### config.mk
export PLATFORM = sky130hd
export DESIGN_NAME = cdc_toggle_sender
export DESIGN_NICKNAME = d
export VERILOG_FILES = /design/src/rtl/cdc_pkg.sv /design/src/rtl/updown_sat_counter.sv /design/src/rtl/cdc_toggle_sender.sv
export SDC_FILE = /design/constraint.sdc
export NUM_CORES = 1
export LEC_CHECK = 0
export ABC_AREA = 1
export BUFFER_PORTS_ARGS = -buffer_cell sky130_fd_sc_hd__buf_4
export CORE_MARGIN = 1
export CORE_UTILIZATION = 55
export DETAILED_ROUTE_END_ITERATION = 10
export PLACE_DENSITY = 0.74
export SLEW_MARGIN = 30
export SYNTH_ARGS = -nofsm -noshare
export SYNTH_HDL_FRONTEND = slang
export SYNTH_SLANG_ARGS = --single-unit
### constraint.sdc
create_clock -name clk -period 3.31 [get_ports clk]
set_input_delay 0.662 -clock clk [delete_from_list [all_inputs] [get_ports clk]]
set_output_delay 0.662 -clock clk [all_outputs]
set_load 0.1 [all_outputs]
### src/rtl/cdc_pkg.sv
// Shared definitions for the toggle-handshake clock-domain-crossing blocks.
// Synchronizer instances and both protocol ends reset to SYNC_INIT.
package cdc_pkg;

   typedef logic [0:0] state_t;

   localparam state_t IDLE     = 1'b0;
   localparam state_t WAIT_ACK = 1'b1;

   localparam logic SYNC_INIT = 1'b0;

   // A handshake is complete once the returned toggle equals the one sent.
   function automatic logic toggle_match(input logic ack, input logic req);
      return (ack == req);
   endfunction

endpackage

### src/rtl/updown_sat_counter.sv
// Up/down counter that holds at zero and at all-ones.
// Simultaneous inc and dec leave the value unchanged.
module updown_sat_counter #(
   parameter int WIDTH = 4
) (
   input  logic             clk,
   input  logic             rst_n,
   input  logic             inc,
   input  logic             dec,
   output logic [WIDTH-1:0] value,
   output logic             sat
);

   localparam logic [WIDTH-1:0] ZERO_VAL = {WIDTH{1'b0}};
   localparam logic [WIDTH-1:0] MAX_VAL  = {WIDTH{1'b1}};
   localparam logic [WIDTH-1:0] ONE_VAL  = WIDTH'(1'b1);

   logic [WIDTH-1:0] value_r;
   logic [WIDTH-1:0] value_nxt_s;

   // Next count with saturation at both ends.
   always_comb begin
      value_nxt_s = value_r;
      if (inc && !dec && (value_r != MAX_VAL)) begin
         value_nxt_s = value_r + ONE_VAL;
      end else if (dec && !inc && (value_r != ZERO_VAL)) begin
         value_nxt_s = value_r - ONE_VAL;
      end else begin
         value_nxt_s = value_r;
      end
   end

   // Count register.
   always_ff @(posedge clk) begin
      if (!rst_n) begin
         value_r <= ZERO_VAL;
      end else begin
         value_r <= value_nxt_s;
      end
   end

   assign value = value_r;
   assign sat   = (value_r == MAX_VAL);

endmodule

### src/rtl/cdc_toggle_sender.sv
// Source end of the toggle-handshake CDC: each event pulse becomes one
// req_toggle transition; events arriving mid-handshake queue in a saturating count.
module cdc_toggle_sender
   import cdc_pkg::*;
#(
   parameter int PENDING_WIDTH  = 4,
   parameter int TIMEOUT_CYCLES = 64
) (
   input  logic                     clk,
   input  logic                     rst_n,
   input  logic                     pulse_in,
   input  logic                     ack_toggle,
   input  logic                     clear_err,
   output logic                     req_toggle,
   output logic                     busy,
   output logic [PENDING_WIDTH-1:0] pending,
   output logic                     overflow,
   output logic                     timeout
);

   localparam int TIMER_W = (TIMEOUT_CYCLES > 1) ? $clog2(TIMEOUT_CYCLES + 1) : 1;
   localparam logic [TIMER_W-1:0] TIMER_ZERO = {TIMER_W{1'b0}};
   localparam logic [TIMER_W-1:0] TIMER_ONE  = TIMER_W'(1'b1);
   localparam logic [TIMER_W-1:0] TIMER_MAX  = TIMER_W'(TIMEOUT_CYCLES);
   localparam logic [TIMER_W-1:0] TIMER_LAST =
      TIMER_W'((TIMEOUT_CYCLES > 0) ? (TIMEOUT_CYCLES - 1) : 0);
   localparam logic TIMEOUT_EN = (TIMEOUT_CYCLES > 0);

   state_t                 state_r;
   state_t                 state_nxt_s;
   logic                   req_toggle_r;
   logic                   overflow_r;
   logic                   timeout_r;
   logic [TIMER_W-1:0]     timer_r;
   logic [PENDING_WIDTH-1:0] pending_s;
   logic                   sat_s;

   logic match_s;
   logic pend_nz_s;
   logic launch_s;
   logic direct_s;
   logic accept_s;
   logic dec_s;
   logic drop_s;
   logic counting_s;
   logic timeout_set_s;
   logic busy_s;

   // FSM state register.
   always_ff @(posedge clk) begin
      if (!rst_n) begin
         state_r <= IDLE;
      end else begin
         state_r <= state_nxt_s;
      end
   end

   // FSM next state: a launch always (re)enters WAIT_ACK, a bare match retires.
   always_comb begin
      state_nxt_s = state_r;
      case (state_r)
         IDLE: begin
            if (launch_s) begin
               state_nxt_s = WAIT_ACK;
            end else begin
               state_nxt_s = IDLE;
            end
         end
         WAIT_ACK: begin
            if (launch_s) begin
               state_nxt_s = WAIT_ACK;
            end else if (match_s) begin
               state_nxt_s = IDLE;
            end else begin
               state_nxt_s = WAIT_ACK;
            end
         end
         default: state_nxt_s = IDLE;
      endcase
   end

   // FSM outputs and event bookkeeping decodes.
   always_comb begin
      match_s       = toggle_match(ack_toggle, req_toggle_r);
      pend_nz_s     = (pending_s != {PENDING_WIDTH{1'b0}});
      busy_s        = 1'b0;
      launch_s      = 1'b0;
      counting_s    = 1'b0;
      case (state_r)
         IDLE: begin
            busy_s   = 1'b0;
            launch_s = pend_nz_s || pulse_in;
         end
         WAIT_ACK: begin
            busy_s     = 1'b1;
            launch_s   = match_s && (pend_nz_s || pulse_in);
            counting_s = !match_s;
         end
         default: begin
            busy_s   = 1'b0;
            launch_s = 1'b0;
         end
      endcase
      // Queued events go first; the live pulse is only used when nothing waits.
      direct_s      = launch_s && !pend_nz_s;
      dec_s         = launch_s && pend_nz_s;
      accept_s      = pulse_in && !direct_s;
      drop_s        = accept_s && sat_s && !dec_s;
      timeout_set_s = TIMEOUT_EN && counting_s && (timer_r == TIMER_LAST);
   end

   updown_sat_counter #(
      .WIDTH (PENDING_WIDTH)
   ) u_pending (
      .clk   (clk),
      .rst_n (rst_n),
      .inc   (accept_s),
      .dec   (dec_s),
      .value (pending_s),
      .sat   (sat_s)
   );

   // Request toggle: one transition per launched event.
   always_ff @(posedge clk) begin
      if (!rst_n) begin
         req_toggle_r <= SYNC_INIT;
      end else if (launch_s) begin
         req_toggle_r <= !req_toggle_r;
      end else begin
         req_toggle_r <= req_toggle_r;
      end
   end

   // Acknowledge timer; saturates so the flag fires once per late handshake.
   always_ff @(posedge clk) begin
      if (!rst_n) begin
         timer_r <= TIMER_ZERO;
      end else if (launch_s) begin
         timer_r <= TIMER_ZERO;
      end else if (TIMEOUT_EN && counting_s && (timer_r != TIMER_MAX)) begin
         timer_r <= timer_r + TIMER_ONE;
      end else begin
         timer_r <= timer_r;
      end
   end

   // Sticky error flags; a new error beats a same-cycle clear.
   always_ff @(posedge clk) begin
      if (!rst_n) begin
         overflow_r <= 1'b0;
         timeout_r  <= 1'b0;
      end else begin
         if (drop_s) begin
            overflow_r <= 1'b1;
         end else if (clear_err) begin
            overflow_r <= 1'b0;
         end else begin
            overflow_r <= overflow_r;
         end
         if (timeout_set_s) begin
            timeout_r <= 1'b1;
         end else if (clear_err) begin
            timeout_r <= 1'b0;
         end else begin
            timeout_r <= timeout_r;
         end
      end
   end

   assign req_toggle = req_toggle_r;
   assign busy       = busy_s;
   assign pending    = pending_s;
   assign overflow   = overflow_r;
   assign timeout    = timeout_r;

endmodule

==> impl_metrics.tcl, run 1 <==
set metrics [dict create \
    holdPathStages 2 \
    dieArea_mm2 0.00169 \
    worst-endpoint-arrival_ps 2260 \
    path_clk_slew_ps 100 \
    regToRegSetupSlack_ps 1320 \
    synthTopCellsByCount "17 x nor2_1, 15 x dfxtp_1, 14 x inv_1, 11 x nand2_1, 8 x a21oi_1" \
    synth_ff_type "dfxtp_1" \
    grtUsageTotal_pct 22.6 \
    final_cells 143 \
    core_mm2 0.00137 \
    slew_headroom_pct 81.0 \
    syn_nets 122 \
    synth_edf_count 0 \
    cp_max_fo 5 \
    rsz0062_at_grt "no" \
    min_path_type "register to register" \
    initial_utilization_pct 61.6 \
    antenna_cells 0 \
    tightest_slew_ps 284 \
    via_count 757 \
    fp-row-count 13 \
    layout_min_cycle_time_ps 2070 \
    status "finished, final reports clean" \
    grtUsageMet3_pct 5.43 \
    synth_top_area_cell "dfxtp_1" \
    grt_overflow 0 \
    clock_latency_ps 290 \
    routed_wl_um 1580 \
    dp_cells 139 \
    slew_viol_final 0 \
    dp_hpwl_um 1210 \
    yosys_warnings 0 \
    grtUsageMet2_pct 39.1 \
    cts_hold_buffers 0 \
    cts_buffer_depth 2 \
    post_cts_buffers 0 \
    timing.rr.start "u_pending.value[0]" \
    slowest_stage "ha_1" \
    max_stage_delay_ps 350 \
    powerDensity_mw_per_mm2 897 \
    firstDrtPassIters 5 \
    ir_drop_uv 607 \
    cts_root_buf "clkbuf_4" \
    fmax_ghz 0.484 \
    reg2reg_depth 11 \
    dieWidth_um 41.1 \
    period_share_pct 62.4 \
    cts_tree "done" \
    synthTopCellsByArea "dfxtp_1 36%, nor2_1 7.6%, inv_1 6.2%, ha_1 5.9%, nand2_1 4.9%" \
    drt_first_iter_violations 18 \
    final_hold_viol_count 0 \
    vias_per_cell 5.29 \
    crit_type "input port to register" \
    routedWlPerCell_um 11.0 \
    avgSynthCellArea_um2 7.52 \
    use_met1_pct 24.6 \
    synth.most_common_cell "nor2_1" \
    crit_chain "buf_4, nand2_1, nand3_4, a21oi_2, nand3_2, ha_1, a21oi_1, nand2_1, nand4_1, nand3_1, nand2_1, nor2_1" \
    grt_pass1_wl_um 2440 \
    gp_congestion 0.685 \
    drc 0 \
    first_global_vias 629 \
    syn_area_um2 842 \
    cap_violations 0 \
    worst_clock_skew_ps 13.2 \
    hold_end "overflow" \
    syn2layout_area_growth_pct 16.2 \
    tns_ps 0 \
    start_kind "input port" \
    end_kind "register" \
    cts_max_level 1 \
    critPathRequiredTime_ps 3510 \
    ys_seq_area_share_pct 35.7 \
    async_reset_ff_share_pct 0 \
    busiest_layer "met2" \
    power_mw 0.878 \
    clock_sinks 15 \
    cp_common_cell "nand2_1" \
    synthCells 112 \
    ctsResizeCount 0 \
    nNetsFinal 139 \
    io_pins 13 \
    port_buffers 12 \
    hp-start "overflow" \
    numCtsBuffers 3 \
    finalSetupViolations 0 \
    grt_max_degree 11 \
    antenna_found_initial 0 \
    ys_ff_latch 15 \
    synth_cell_types 27 \
    ant_nets 0 \
    yosysTopAreaCellShare_pct 35.7 \
    die_h_um 41.1 \
    p_leak_nw 0.412 \
    fillers 123 \
    layout-drive-gt1-share_pct 24.2 \
    regToRegEndpoint "u_pending.value[3]" \
]
==> cells in the final DEF (no fill, tap or decap) <==
cell type  count
nand2_2        4
nor3b_1        2
nor3_1         2
nand2_4        1
o21ai_2        1
o21ai_0        2
fa_1           1
a21oi_1        8
xor2_1         1
buf_4         12
clkbuf_4       3
ha_1           4
nand3_1        6
a21oi_2        1
o21ai_1        5
nand3_4        1
nand2_1       11
nand4_1        4
a31oi_1        1
inv_2          4
xnor2_1        1
inv_1         14
nand3_2        2
dfxtp_1       15
a211oi_1       1
clkinv_2       1
o21bai_1       1
nand3b_1       1
nor2_2         1
nor2_1        17
==> stage by stage <==
step           area, um^2  hold slack [ps]  utilization [%]  setup slack, ps
2_1_floorplan         842              463                -              751
3_3_place_gp          951              455             69.6             1030
3_5_place_dp          951              459             69.6              949
4_1_cts               978              475             71.6             1250
5_1_grt               978              480             71.6             1100
6_report              978              472             71.6             1240
==> metal layers <==
metal | wire (um) | vias up
met5 | 0 | -
met4 | 48 | 0
met3 | 55 | 6
met2 | 753 | 16
met1 | 718 | 334
li1 | - | 401
==> how the worst max path moves through the flow <==
stage          startpoint                  to  slack [ps]  depth (start not counted)
2_1_floorplan  req_toggle  u_pending.value[3]         750                         11
3_3_place_gp   ack_toggle  u_pending.value[3]        1030                         10
3_5_place_dp   ack_toggle  u_pending.value[3]         950                         12
4_1_cts        ack_toggle  u_pending.value[3]        1250                         12
5_1_grt        ack_toggle  u_pending.value[3]        1100                         12
6_report       ack_toggle  u_pending.value[3]        1240                         12
==> sequential cells by signal (all words and copies together) (netlist names) <==
| signal | count |
|---|---|
| timeout | 1 |
| timer_r | 7 |
| u_pending.value | 4 |
| state_r | 1 |
| req_toggle | 1 |
| overflow | 1 |
==> critical path, delay by kind of cell <==
kind                       cells  cell delay [ps]
buffers and inverters          1              110
adders and majority gates      1              350
AOI/OAI and AO/OA              2              410
and+or+nand+nor                8              710
==> report_power, final <==
group / internal [mW] / leakage [nW] / switching, mW
clock network: 0.0449 / 0.0177 / 0.0620
registers: 0.211 / 0.123 / 0.0439
logic: 0.137 / 0.272 / 0.378
==> area by class of cell <==
class	instances	area, um^2	area share [%]
tap	15	18.8	1.92
inverter	18	67.6	6.91
sequential	15	300	30.7
timing repair buffer	12	90.1	9.21
multi-input combinational	79	474	48.5
clock inverter	1	5.00	0.512
clock buffer	3	22.5	2.30
==> logic make-up after synthesis <==
logic type	count (synthesis)	synth area share, %
AND/OR/NAND/NOR	52	32.4
AO/OA/AOI/OAI	20	13.5
buffers and inverters	18	8.02
flip-flops	15	35.7
adder cells (fa/ha/maj)	5	8.32
XOR/XNOR	2	2.08
Power figures use the tool's default switching activity.
==> run 2, diff against run 1 <==
ABC_AREA = 0   (was 1)
CORE_UTILIZATION = 54   (was 55)
PLACE_DENSITY = 0.72   (was 0.74)
clock period = 2 ns   (was 3.31 ns; I/O delays follow)
==> run 2 against run 1 <==
The flow now finishes with violations (setup timing). Clock-buffer cell count grew 1. First-iteration DRC count shrank 33%. Non-clock buffer count grew 21. Die area grew 4.8%. Routed wire length grew 41%. Final area grew 25%. Synthesized cell count shrank 16%. Sequential power grew 52%. Utilization grew 9.9 points. Sequential share of layout area shrank 4.4 points. Sequential cell count is the same. Critical path type is now register to register. Critical endpoint unchanged. Highest routed layer unchanged.
==> impl_metrics.tcl, run 2 <==
set metrics [dict create \
    status "finished, violations left" \
    violations "setup timing" \
    cp_max_fo 3 \
    layout-drive-gt1-share_pct 45.3 \
    antenna_found_initial 0 \
    routedWlPerCell_um 15.4 \
    final_cells 144 \
    path_clk_slew_ps 90 \
    numCtsBuffers 3 \
    critPathRequiredTime_ps 2160 \
    synth_top_area_cell "dfxtp_1" \
    layout_min_cycle_time_ps 2070 \
    drt_first_iter_violations 12 \
    dieWidth_um 42.1 \
    grtUsageTotal_pct 26.7 \
    clock_sinks 15 \
    largest_register_ffs 7 \
    ys_seq_area_share_pct 34.6 \
    synthTopCellsByArea "dfxtp_1 35%, ha_1 5.8%, mux2i_1 5.8%, xor2_1 5.0%, nand2_1 3.5%" \
    nNetsFinal 139 \
    end_kind "register" \
    pre_cts_ws_ps -314 \
    p_leak_nw 0.545 \
    min_path_type "input port to register" \
    ant_nets 0 \
    path_delay_family "simple AND/OR/NAND/NOR gates" \
    async_reset_ff_share_pct 0 \
    synthCells 94 \
    grt_max_degree 14 \
    drc 0 \
    syn_nets 104 \
    tightest_slew_ps 344 \
    final_common_cell "buf_4" \
    firstDrtPassIters 4 \
    cts_max_level 1 \
    period_share_pct 103 \
    synth_cell_types 37 \
    synth.most_common_cell "dfxtp_1" \
    gp_congestion 0.897 \
    slew_headroom_pct 76.9 \
    power_mw 1.58 \
    fmax_ghz 0.484 \
    dieArea_mm2 0.00177 \
    syn_area_um2 868 \
    grt_overflow 0 \
    core_mm2 0.00151 \
    worst-endpoint-arrival_ps 2230 \
    initial_utilization_pct 57.6 \
    avgSynthCellArea_um2 9.24 \
    regToRegSetupSlack_ps -70 \
    largest_register "timer_r" \
    syn2layout_area_growth_pct 41.4 \
    port_buffers 12 \
    io_pins 13 \
    rsz0062_at_grt "yes" \
    synthTopCellsByCount "15 x dfxtp_1, 8 x nand2_1, 7 x inv_1, 7 x nor2_1" \
    yosys_warnings 0 \
    clock_latency_ps 280 \
    fp-row-count 14 \
    cts_root_buf "clkbuf_4" \
    routed_wl_um 2210 \
    die_h_um 42.1 \
    crit_chain "xor2_2, nand4_1, buf_4, ha_4, a21oi_4, nand2_2, and3b_1, or4_1" \
    finalSetupViolations 1 \
    first_global_vias 816 \
    grt_pass1_wl_um 3490 \
    yosysTopAreaCellShare_pct 34.6 \
    cts_buffer_depth 2 \
    slew_viol_final 0 \
    ir_drop_uv 1050 \
    ys_ff_latch 15 \
    timing.final.ws_setup_ps -66.8 \
    fin_hold_ws_ps 388 \
    cts_tree "done" \
    vias_per_cell 5.65 \
    synth_ff_type "dfxtp_1" \
    worst_clock_skew_ps 2.80 \
    path_buf_inv 1 \
    mostFrequentLayoutCells "33 x buf_4, 9 x dfxtp_1, 7 x inv_1, 7 x nand2_1, 7 x nor2_1" \
    antenna_cells 0 \
    max_stage_delay_ps 510 \
    via_count 814 \
    synth_edf_count 0 \
    start_kind "register" \
    dp_hpwl_um 1480 \
    dp_cells 134 \
    final_hold_viol_count 0 \
    cap_violations 0 \
    crit_type "register to register" \
    slowest_stage "or4_1" \
    powerDensity_mw_per_mm2 1290 \
]
## run 2: what timing repair did
item                                    CTS  global route
hold endpoints to repair                  0             0
endpoints found under the setup margin    1             4
hold buffers                              0             0
pin swaps                                 7             6
gates resized for setup                   3             6
setup buffers                             4             2
## run 2: path summary, 6_finish.rpt
check              from                 end  depth (start not counted)
max          req_toggle  u_pending.value[3]                          8
min           clear_err            overflow                          3
max reg2reg  req_toggle  u_pending.value[3]                          8
min reg2reg    overflow            overflow                          2
## run 2: kinds of logic after synthesis
family / Yosys count / share of synthesized area [%]
flip-flops: 15 / 34.6
buffers and inverters: 10 / 4.47
AO/OA/AOI/OAI: 10 / 10.7
multiplexers: 6 / 7.49
XOR/XNOR: 7 / 7.06
AND/OR/NAND/NOR: 41 / 27.7
adder cells (fa/ha/maj): 5 / 8.07
## run 2: cell type report
type	instances	area, um^2
Tap cell	16	20.0
Inverter	7	26.3
Timing Repair Buffer	33	248
Sequential cell	15	323
Clock buffer	4	26.3
Fill cell	101	279
Multi-Input combinational cell	69	584
## run 2: layer usage
layer	wire length, um	GRT usage [%]	up-vias
met5	0	0	-
met4	84	13.1	0
met3	71	2.59	8
met2	1220	53.4	18
met1	835	26.8	386
li1	-	-	402
## run 2: metrics by stage
stage,utilization [%],TNS (ps),instance area (um^2)
after CTS,77.7,0,1170
final,81.5,-66.8,1230
after global placement,73.1,-166,1100
after detailed placement,73.1,-314,1100
after global routing,81.5,-123,1230
after floorplan,-,-286,891
## run 2: worst register-to-register path, stage by stage, from the launching register on
cell	delay (ps)
dfxtp_4	360
xor2_2	180
nand4_1	130
buf_4	170
ha_4	230
a21oi_4	130
nand2_2	80
and3b_1	150
or4_1	510
## run 2: report_power, final
part	internal [mW]	switching (mW)
Combinational	0.409	0.614
Clock	0.0774	0.0944
Sequential	0.358	0.0288
Total	0.845	0.737
